<file path="src/rtl/cdp_rr_sync.sv">
// rtl/cdp_rr_sync.sv - registered N-way priority encoder/arbiter, fixed or round-robin, valid/ready output
module cdp_rr_sync #(
  parameter  int N     = 8,
  localparam int OUT_W = $clog2(N)
) (
  input  logic             clk,
  input  logic             rst,
  input  logic [N-1:0]     in,
  input  logic             mode,
  input  logic             ready,
  output logic [OUT_W-1:0] out,
  output logic             valid
);

  localparam logic [OUT_W-1:0] LAST = OUT_W'(N - 1);

  logic             cap;
  logic             accept;
  logic [N-1:0]     req;
  logic [OUT_W-1:0] ptr;
  logic [OUT_W-1:0] out_inc;
  logic [OUT_W-1:0] start;
  logic [OUT_W-1:0] win;
  logic [OUT_W-1:0] idx;
  logic             any;

  assign cap     = !valid || ready;
  assign accept  = valid && ready;
  assign out_inc = (out == LAST) ? '0 : out + 1'b1;

  // The grant being accepted this edge seeds the next search, so a stream has no bubbles.
  assign start   = mode ? (accept ? out_inc : ptr) : '0;

  // Position k is bit N-1-k, so position 0 is the MSB.
  always_comb begin
    req = '0;
    for (int k = 0; k < N; k++) begin
      req[k] = in[N-1-k];
    end
  end

  // Circular search upward from start; the explicit wrap keeps idx below N for any N.
  always_comb begin
    win = '0;
    any = 1'b0;
    idx = start;
    for (int i = 0; i < N; i++) begin
      if (!any && req[idx]) begin
        any = 1'b1;
        win = idx;
      end
      idx = (idx == LAST) ? '0 : idx + 1'b1;
    end
  end

  always_ff @(posedge clk) begin
    if (rst) begin
      out   <= '0;
      valid <= 1'b0;
      ptr   <= '0;
    end else begin
      if (accept && mode) begin
        ptr <= out_inc;
      end
      if (cap) begin
        valid <= any;
        out   <= any ? win : '0;
      end
    end
  end

endmodule
</file>
<file path="config.mk">
export PLATFORM = sky130hd
export DESIGN_NAME = cdp_rr_sync
export DESIGN_NICKNAME = d
export VERILOG_FILES = /design/src/rtl/cdp_rr_sync.sv
export SDC_FILE = /design/constraint.sdc
export NUM_CORES = 1
export LEC_CHECK = 0
export CAP_MARGIN = 20
export CORE_ASPECT_RATIO = 0.6
export CORE_MARGIN = 5
export CORE_UTILIZATION = 56
export DETAILED_ROUTE_END_ITERATION = 8
export GPL_TIMING_DRIVEN = 0
export PLACE_DENSITY = 0.93
export SYNTH_ARGS = -nofsm -noshare
export SYNTH_HDL_FRONTEND = slang
export SYNTH_SLANG_ARGS = --single-unit
</file>
<file path="constraint.sdc">
create_clock -name clk -period 5.08 [get_ports clk]
set_input_delay 0.762 -clock clk [delete_from_list [all_inputs] [get_ports clk]]
set_output_delay 0.762 -clock clk [all_outputs]
set_load 0.02 [all_outputs]
</file>
# Yosys cells after proc, flatten, opt, wreduce, memory -nomap -nowiden
# Index checks and enable logic that the tools add are counted.
dict set report op_classes {
  n_addsub 8
  magnitude_cmp 8
  eq_ne 8
  mux 43
  reduce_logical 18
}
# cell count
set op_table {}
lappend op_table {{two-way mux 3 bit} 19}
lappend op_table {{< comparator 3 x 4 -> 1 bit, second input constant} 8}
lappend op_table {{adder 3 x 1 -> 3 bit, second input constant} 8}
lappend op_table {{binary-select mux 1 bit (select 3 bit)} 8}
lappend op_table {{equality test 3 bit, second input constant} 8}
lappend op_table {{two-way mux 1 bit} 16}
lappend op_table {{logical AND 1 bit} 9}
lappend op_table {{zero test 1 bit} 8}
lappend op_table {{logical OR 1 bit} 1}
dict set report totals {
  regBits 7
  inputBits 12
  output_inout_bits 4
  elab_cells 88
}

# Logic depth before layout (Yosys ltp)
# Gate-level depths: netlist of run 1.
dict set report logic_depth {
  word_depth 29
  depth_mapped 16
  depth_no_buf 14
}

# Worst setup path after synthesis of run 1
# No wires, ideal clock.
dict set report synth_path {
  path_kind {input port to flip-flop}
  from {input ready}
  to {register out[2]}
  setup_time_ps 69
  arrival_ps 3965
  required_ps 5011
  setup_slack_ps 1046
  cell_stages 13
  path_buffers 0
  cell_sequence {and2_0 and3b_1 o21ai_0 clkinv_1 ha_1 xnor2_1 xnor2_1 or2_4 o221ai_1 nand2_1 or4_1 o211a_1 o21ai_1}
}
dict set report synth_via {
  elab_chain_len 28
  word_cells_on_any_way 72
  cone_classes {7 x add/sub; 7 x eq/ne; 42 x mux; 16 x reduce/logical}
}
# item line
set synth_rtl {}
lappend synth_rtl {{start: declaration} 10} ;# input logic ready,
lappend synth_rtl {{branches (longest 28 deep; another with adder 3 x 1 -> 3 bit)} n/a}
lappend synth_rtl {{end signal: assignment} 67} ;# out <= any ? win : '0;
lappend synth_rtl {{end: declaration} 11} ;# output logic [OUT_W-1:0] out,
# Several ways; the timed one is not identified. The select of a mux whose other input is x is not followed.
# A chain may end at the register's enable or synchronous reset.

# Worst setup path in the final report of run 1
# Same ends and word-level chain as after synthesis.

==> run metrics, run 1 <==
status=finished clean; worst path arrival time=5.05 ns; Mapped Area=0.001257 mm2; FP Rows=13; die area=0.003324 mm2; all-layer global routing usage=23.07%; Flop pwr share=18.9%; Hold Path End=ptr[2]$_SDFFE_PP0P_; Synth top area share=14.33%; async set-reset flop share out of synthesis=0%; CTS Hold Bufs=0; Net Count, Synth=168; Yosys cell types=51; vias per inst=6.869; commonest non-fill, non-tap cell in the layout=clkdlybuf4s50_1; # H-tree levels=1; Root Driver=clkbuf_8; minimum clock period=4.893 ns; largest net degree at the start of global routing=12; ANT nets after route=0; Die X-Extent=71.18 um; CTS tree=built; maximum VDD drop=133.9 uV; DR DRC count=0; crit path max fanout=8; Post-Syn Instances=150; final count of hold timing violations=0; gpl congestion=0.9091; Slew @ Worst Pin=0.7230 ns; gr ovfl total=0; Leakage=0.5625 nW; Mapped Avg Cell Area=8.383 um2; # Post-CTS Setup Buffers=0; period utilization=96.31%; Power, Total=349.0 uW; worst skew pair latency=0.23 ns; iteration count of the initial detailed-routing pass=6; layout cells sized above 1=14.20%; top_reg_cell synth=dfxtp_1; Core ar.=0.002147 mm2; max-slew violation count=0; Comb power frac=58.4%; fin worst setup slack=0.1872 ns; most frequent cells in the layout=clkdlybuf4s50_1 (15), nand2_1 (13), a21oi_1 (13); fmax=0.2044 GHz; Worst slew margin=51.80%; detailed-placement wirelength estimate=2.776 mm; largest cells by area after synthesis=mux4_2 (14%), dfxtp_1 (11%), ha_1 (6.0%); IO Pins=16; Area growth syn-to-layout=18.61%; number of enable flip-flop cells after synthesis=0; Routed wire per std cell=17.76 um; Int Pwr=207.0 uW; sequential cell area fraction in the yosys report=11.14%; Max-Cap Viols=0; kind of critical path=input port to flop; Num Clock Sinks=7; skew final=0.001428 ns; r2r worst-path depth=15; TritonCTS buffer count=3; clock buffer depth=2; switching share of power=40.68%; final setup fails=0; pre-CTS WS=-0.1190 ns; area leader, netlist=mux4_2; Hold Path Stages=2; Iter 0 DRT Violations=230; startpoint class of the critical path=input port; worst path required time=5.24 ns; # nets final=188; first-pass GRT wire length=5.913 mm; Die H=46.71 um; vias in the first global route=1192; warning count from the yosys run=0; initial antenna violation count=0; RSZ-0062 raised after global routing=false; power share of the clock group=22.7%; hold_sp=ptr[2]$_SDFFE_PP0P_; net switching power figure=142.0 uW; #FFs+latches synth=7; final wirelength=3.534 mm; Clock transition at path regs=0.04 ns; FF-to-FF End=out[2]$_SDFFE_PP0P_; vias after detailed routing=1367; Initial Util=58.57%; reg2reg start=out[0]$_SDFFE_PP0P_; Port-buffer cells=15; FF-to-FF setup slack=0.51 ns; PD cells=234.0 mW/mm2; HP Class=flop to flop; CP Capture Type=flop; diode count=0
[kinds of logic (layout without fill, tap and decap cells)]
group	Yosys count	count (layout)	synth area share [%]
adder cells (fa/ha/maj)	6	6	5.970
buffers and inverters	9	28	3.382
flip-flops	7	7	11.14
XOR/XNOR	7	7	5.970
AND/OR/NAND/NOR	57	57	24.88
multiplexers	18	18	23.88
AO/OA/AOI/OAI	46	46	24.78
[area by class of cell]
cell class | count | area, um2
Buffer | 4 | 25.02
Clock buffer | 4 | 45.04
Fill cell | 163 | 655.6
Inverter | 5 | 18.77
Multi-Input combinational cell | 134 | 1075
Sequential cell | 7 | 140.1
Tap cell | 30 | 37.54
Timing Repair Buffer | 15 | 150.1
[per-stage QoR]
step | area, um2 | hold WS [ns] | util, % | instances | setup TNS [ns]
2_1_floorplan | 1257 | 0.4305 | - | 150 | 0
3_3_place_gp | 1445 | 0.4469 | 67.31 | 195 | 0
3_5_place_dp | 1445 | 0.4560 | 67.31 | 195 | -0.1190
4_1_cts | 1490 | 0.4624 | 69.41 | 199 | 0
5_1_grt | 1491 | 0.4829 | 69.46 | 199 | 0
6_report | 1491 | 0.4639 | 69.46 | 199 | 0
[per-layer routing]
layer  vias to the layer above  GRT usage, %  share of wire (%)
met5                         -             0                  0
met2                        94         37.96                 46
met3                         4         4.793                 10
li1                        625             -                  -
met4                         0         3.745               0.54
met1                       644         32.29                 43
[flip-flops by register name (all words and copies together) (netlist names)]
name / count
out: 3
ptr: 3
valid: 1
[synthesized netlist by cell type, types with 2 or more instances]
| library cell | number |
|---|---|
| o21bai_1 | 2 |
| xnor2_1 | 6 |
| o21a_1 | 2 |
| ha_1 | 6 |
| o221ai_1 | 2 |
| clkbuf_1 | 2 |
| mux2_2 | 3 |
| dfxtp_1 | 7 |
| o21ai_1 | 2 |
| a31oi_1 | 4 |
| mux2i_1 | 6 |
| nand3_1 | 3 |
| nand4_1 | 2 |
| a22oi_1 | 3 |
| nor2b_1 | 3 |
| o21ai_0 | 5 |
| a21oi_1 | 13 |
| nor3b_1 | 4 |
| nand2b_1 | 4 |
| mux4_2 | 8 |
| a21boi_0 | 3 |
| nor3_1 | 4 |
| and3_1 | 2 |
| and2_1 | 2 |
| o211a_1 | 2 |
| nor2_1 | 10 |
| nand2_1 | 13 |
| inv_1 | 3 |
| or2_2 | 2 |
[how the worst max path moves through the flow]
stage | cells after the start | end | from | slack [ns]
after global placement | 14 | out[2]$_SDFFE_PP0P_ | ready | 0.08
after detailed placement | 14 | out[2]$_SDFFE_PP0P_ | ready | -0.12
after global routing | 14 | out[2]$_SDFFE_PP0P_ | ready | 0.01
final | 13 | out[2]$_SDFFE_PP0P_ | ready | 0.19
after CTS | 14 | out[2]$_SDFFE_PP0P_ | ready | 0.11
after floorplan | 13 | out[2]$_SDFFE_PP0P_ | ready | 1.05
[power by group through the flow]
stage / sequential, mW / combinational (mW) / clock (mW)
4_1_cts: 0.0655 / 0.199 / 0.0804
3_3_place_gp: 0.0657 / 0.192 / 0
2_1_floorplan: 0.0691 / 0.140 / 0
6_report: 0.0659 / 0.204 / 0.0793
5_1_grt: 0.0662 / 0.220 / 0.0862
3_5_place_dp: 0.0661 / 0.197 / 0
[timing repair]
action                                  in CTS  in global routing
hold endpoints to repair                     0                  0
resized for setup                            0                  3
endpoints found under the setup margin       0                  4
[critical path: stages]
cell	delay [ns]
clkdlybuf4s50_1	0.50
and2_0	0.28
and3b_1	0.19
o21ai_0	0.44
ha_1	0.33
clkbuf_1	0.22
a221oi_1	0.64
o21ai_1	0.27
o221ai_1	0.34
nand2_1	0.17
or4_1	0.55
o211a_1	0.23
o21ai_1	0.13
(Power assumes the default switching activity.)
==> run 2: changes to the inputs <==
- CORE_UTILIZATION: 56 -> 38
- PLACE_DENSITY: 0.93 -> 0.7
==> run metrics, run 2 (synthesis gave the netlist of run 1 again) <==
pre-CTS WS=-0.04154 ns (was -0.1190 ns); Iter 0 DRT Violations=102 (was 230); all-layer global routing usage=15.39% (was 23.07%); most frequent cells in the layout=clkdlybuf4s50_1 (15), nand2_1 (13), a21oi_1 (13) (unchanged); first-pass GRT wire length=5.444 mm (was 5.913 mm); switching share of power=40.19% (was 40.68%); max-slew violation count=0 (unchanged); worst path arrival time=4.79 ns (was 5.05 ns); vias in the first global route=1153 (was 1192); # nets final=188 (unchanged); vias per inst=5.911 (was 6.869); FP Rows=16 (was 13); Finished Cell Area=0.001524 mm2 (was 0.001491 mm2); dpl cell area=0.001464 mm2 (was 0.001445 mm2); Die H=54.56 um (was 46.71 um); iteration count of the initial detailed-routing pass=4 (was 6); HP Class=flop to flop (unchanged); Largest regs=out x3, ptr x3, valid x1 (unchanged); Root Driver=clkbuf_8 (unchanged); final setup fails=0 (unchanged); worst skew pair latency=0.23 ns (about the same); Worst slew margin=63.27% (was 51.80%); crit path max fanout=10 (was 8); Initial Util=39.01% (was 58.57%); Num Clock Sinks=7 (unchanged); worst path required time=5.20 ns (was 5.24 ns); DR DRC count=0 (unchanged); gr ovfl total=0 (unchanged); minimum clock period=4.670 ns (was 4.893 ns); PD cells=227.8 mW/mm2 (was 234.0 mW/mm2); maximum VDD drop=132.4 uV (was 133.9 uV); Int Pwr=207.6 uW (was 207.0 uW); final count of hold timing violations=0 (unchanged); IO Pins=16 (unchanged); Max-Cap Viols=0 (unchanged); clock buffer depth=2 (unchanged); # Post-CTS Setup Buffers=0 (unchanged); status=finished clean (unchanged); Slew @ Worst Pin=0.5509 ns (was 0.7230 ns); gpl congestion=0.9513 (was 0.9091); period utilization=91.92% (was 96.31%); kind of critical path=input port to flop (unchanged); die area=0.004598 mm2 (was 0.003324 mm2); diode count=0 (unchanged); net switching power figure=139.5 uW (was 142.0 uW); startpoint class of the critical path=input port (unchanged); power share of the clock group=22.8% (was 22.7%); ANT nets after route=0 (unchanged); commonest non-fill, non-tap cell in the layout=clkdlybuf4s50_1 (unchanged); RSZ-0062 raised after global routing=false (unchanged); Clock transition at path regs=0.04 ns (about the same); skew final=0.001368 ns (was 0.001428 ns); detailed-placement wirelength estimate=2.719 mm (was 2.776 mm); Comb power frac=58.4% (about the same); Routed wire per std cell=15.92 um (was 17.76 um); Flop pwr share=18.8% (was 18.9%); final wirelength=3.407 mm (was 3.534 mm); initial antenna violation count=0 (unchanged); Die X-Extent=84.27 um (was 71.18 um); CP Capture Type=flop (unchanged); vias after detailed routing=1265 (was 1367); Port-buffer cells=15 (unchanged); Core ar.=0.003223 mm2 (was 0.002147 mm2); Leakage=0.5736 nW (was 0.5625 nW); layout cells sized above 1=15.38% (was 14.20%); largest net degree at the start of global routing=12 (unchanged); CTS tree=built (unchanged); fmax=0.2142 GHz (was 0.2044 GHz); TritonCTS buffer count=3 (unchanged); # H-tree levels=1 (unchanged); fin worst setup slack=0.4105 ns (was 0.1872 ns); Area growth syn-to-layout=21.19% (was 18.61%)
[run 2: cell counts in the layout (fill, tap and decap cells not counted)]
No cell type changed its count.
[run 2: routing by layer]
layer | part of all wire (%) | vias up | GRT usage, % | wire length [um]
met3 | 11 | 2 | 5.414 | 387
met2 | 40 | 63 | 22.51 | 1378
met1 | 48 | 582 | 21.51 | 1625
met4 | 0.47 | 0 | 4.011 | 16
li1 | - | 618 | - | -
met5 | 0 | - | 0 | 0
[run 2: critical path, cell delays in order]
cell	delay, ns
clkdlybuf4s50_1	0.49
and2_0	0.29
and3b_1	0.20
o21ai_0	0.42
ha_1	0.21
clkbuf_1	0.32
clkbuf_2	0.32
mux4_2	0.39
mux2i_1	0.37
nand4_1	0.31
nor3b_1	0.32
o21bai_1	0.11
a32o_1	0.26
[run 2: final cells by class]
cell class	count	area, um2
Sequential cell	7	140.1
Fill cell	298	1699
Inverter	5	18.77
Tap cell	45	56.30
Timing Repair Buffer	15	150.1
Clock buffer	4	45.04
Multi-Input combinational cell	134	1089
Buffer	4	25.02
[run 2: timing repair]
item	in CTS	in global routing
resized for setup	0	5
setup endpoints to repair	0	4
hold buffers	0	0
[run 2: final timing paths]
kind	startpoint	to	slack (ns)	cells after the start
max	ready	out[0]$_SDFFE_PP0P_	0.41	13
min	ptr[2]$_SDFFE_PP0P_	ptr[2]$_SDFFE_PP0P_	0.45	2
max reg2reg	out[0]$_SDFFE_PP0P_	out[0]$_SDFFE_PP0P_	0.74	15
min reg2reg	ptr[2]$_SDFFE_PP0P_	ptr[2]$_SDFFE_PP0P_	0.45	2
[run 2: power groups by stage]
stage / Combinational (mW) / Clock (mW) / Sequential, mW
floorplan: 0.140 / 0 / 0.0691
global placement: 0.193 / 0 / 0.0657
detailed placement: 0.197 / 0 / 0.0658
CTS: 0.198 / 0.0818 / 0.0649
global route: 0.221 / 0.0848 / 0.0657
finish: 0.203 / 0.0792 / 0.0651
[run 2: through the flow]
step	cells	hold slack [ns]	setup TNS [ns]	power, mW	utilization [%]
3_3_place_gp	210	0.4496	0	0.2584	45.42
3_5_place_dp	210	0.4487	-0.04154	0.2631	45.42
6_report	214	0.4500	0	0.3471	47.28
5_1_grt	214	0.4733	0	0.3711	47.28
2_1_floorplan	150	0.4305	0	0.2091	-
4_1_cts	214	0.4542	0	0.3450	46.82
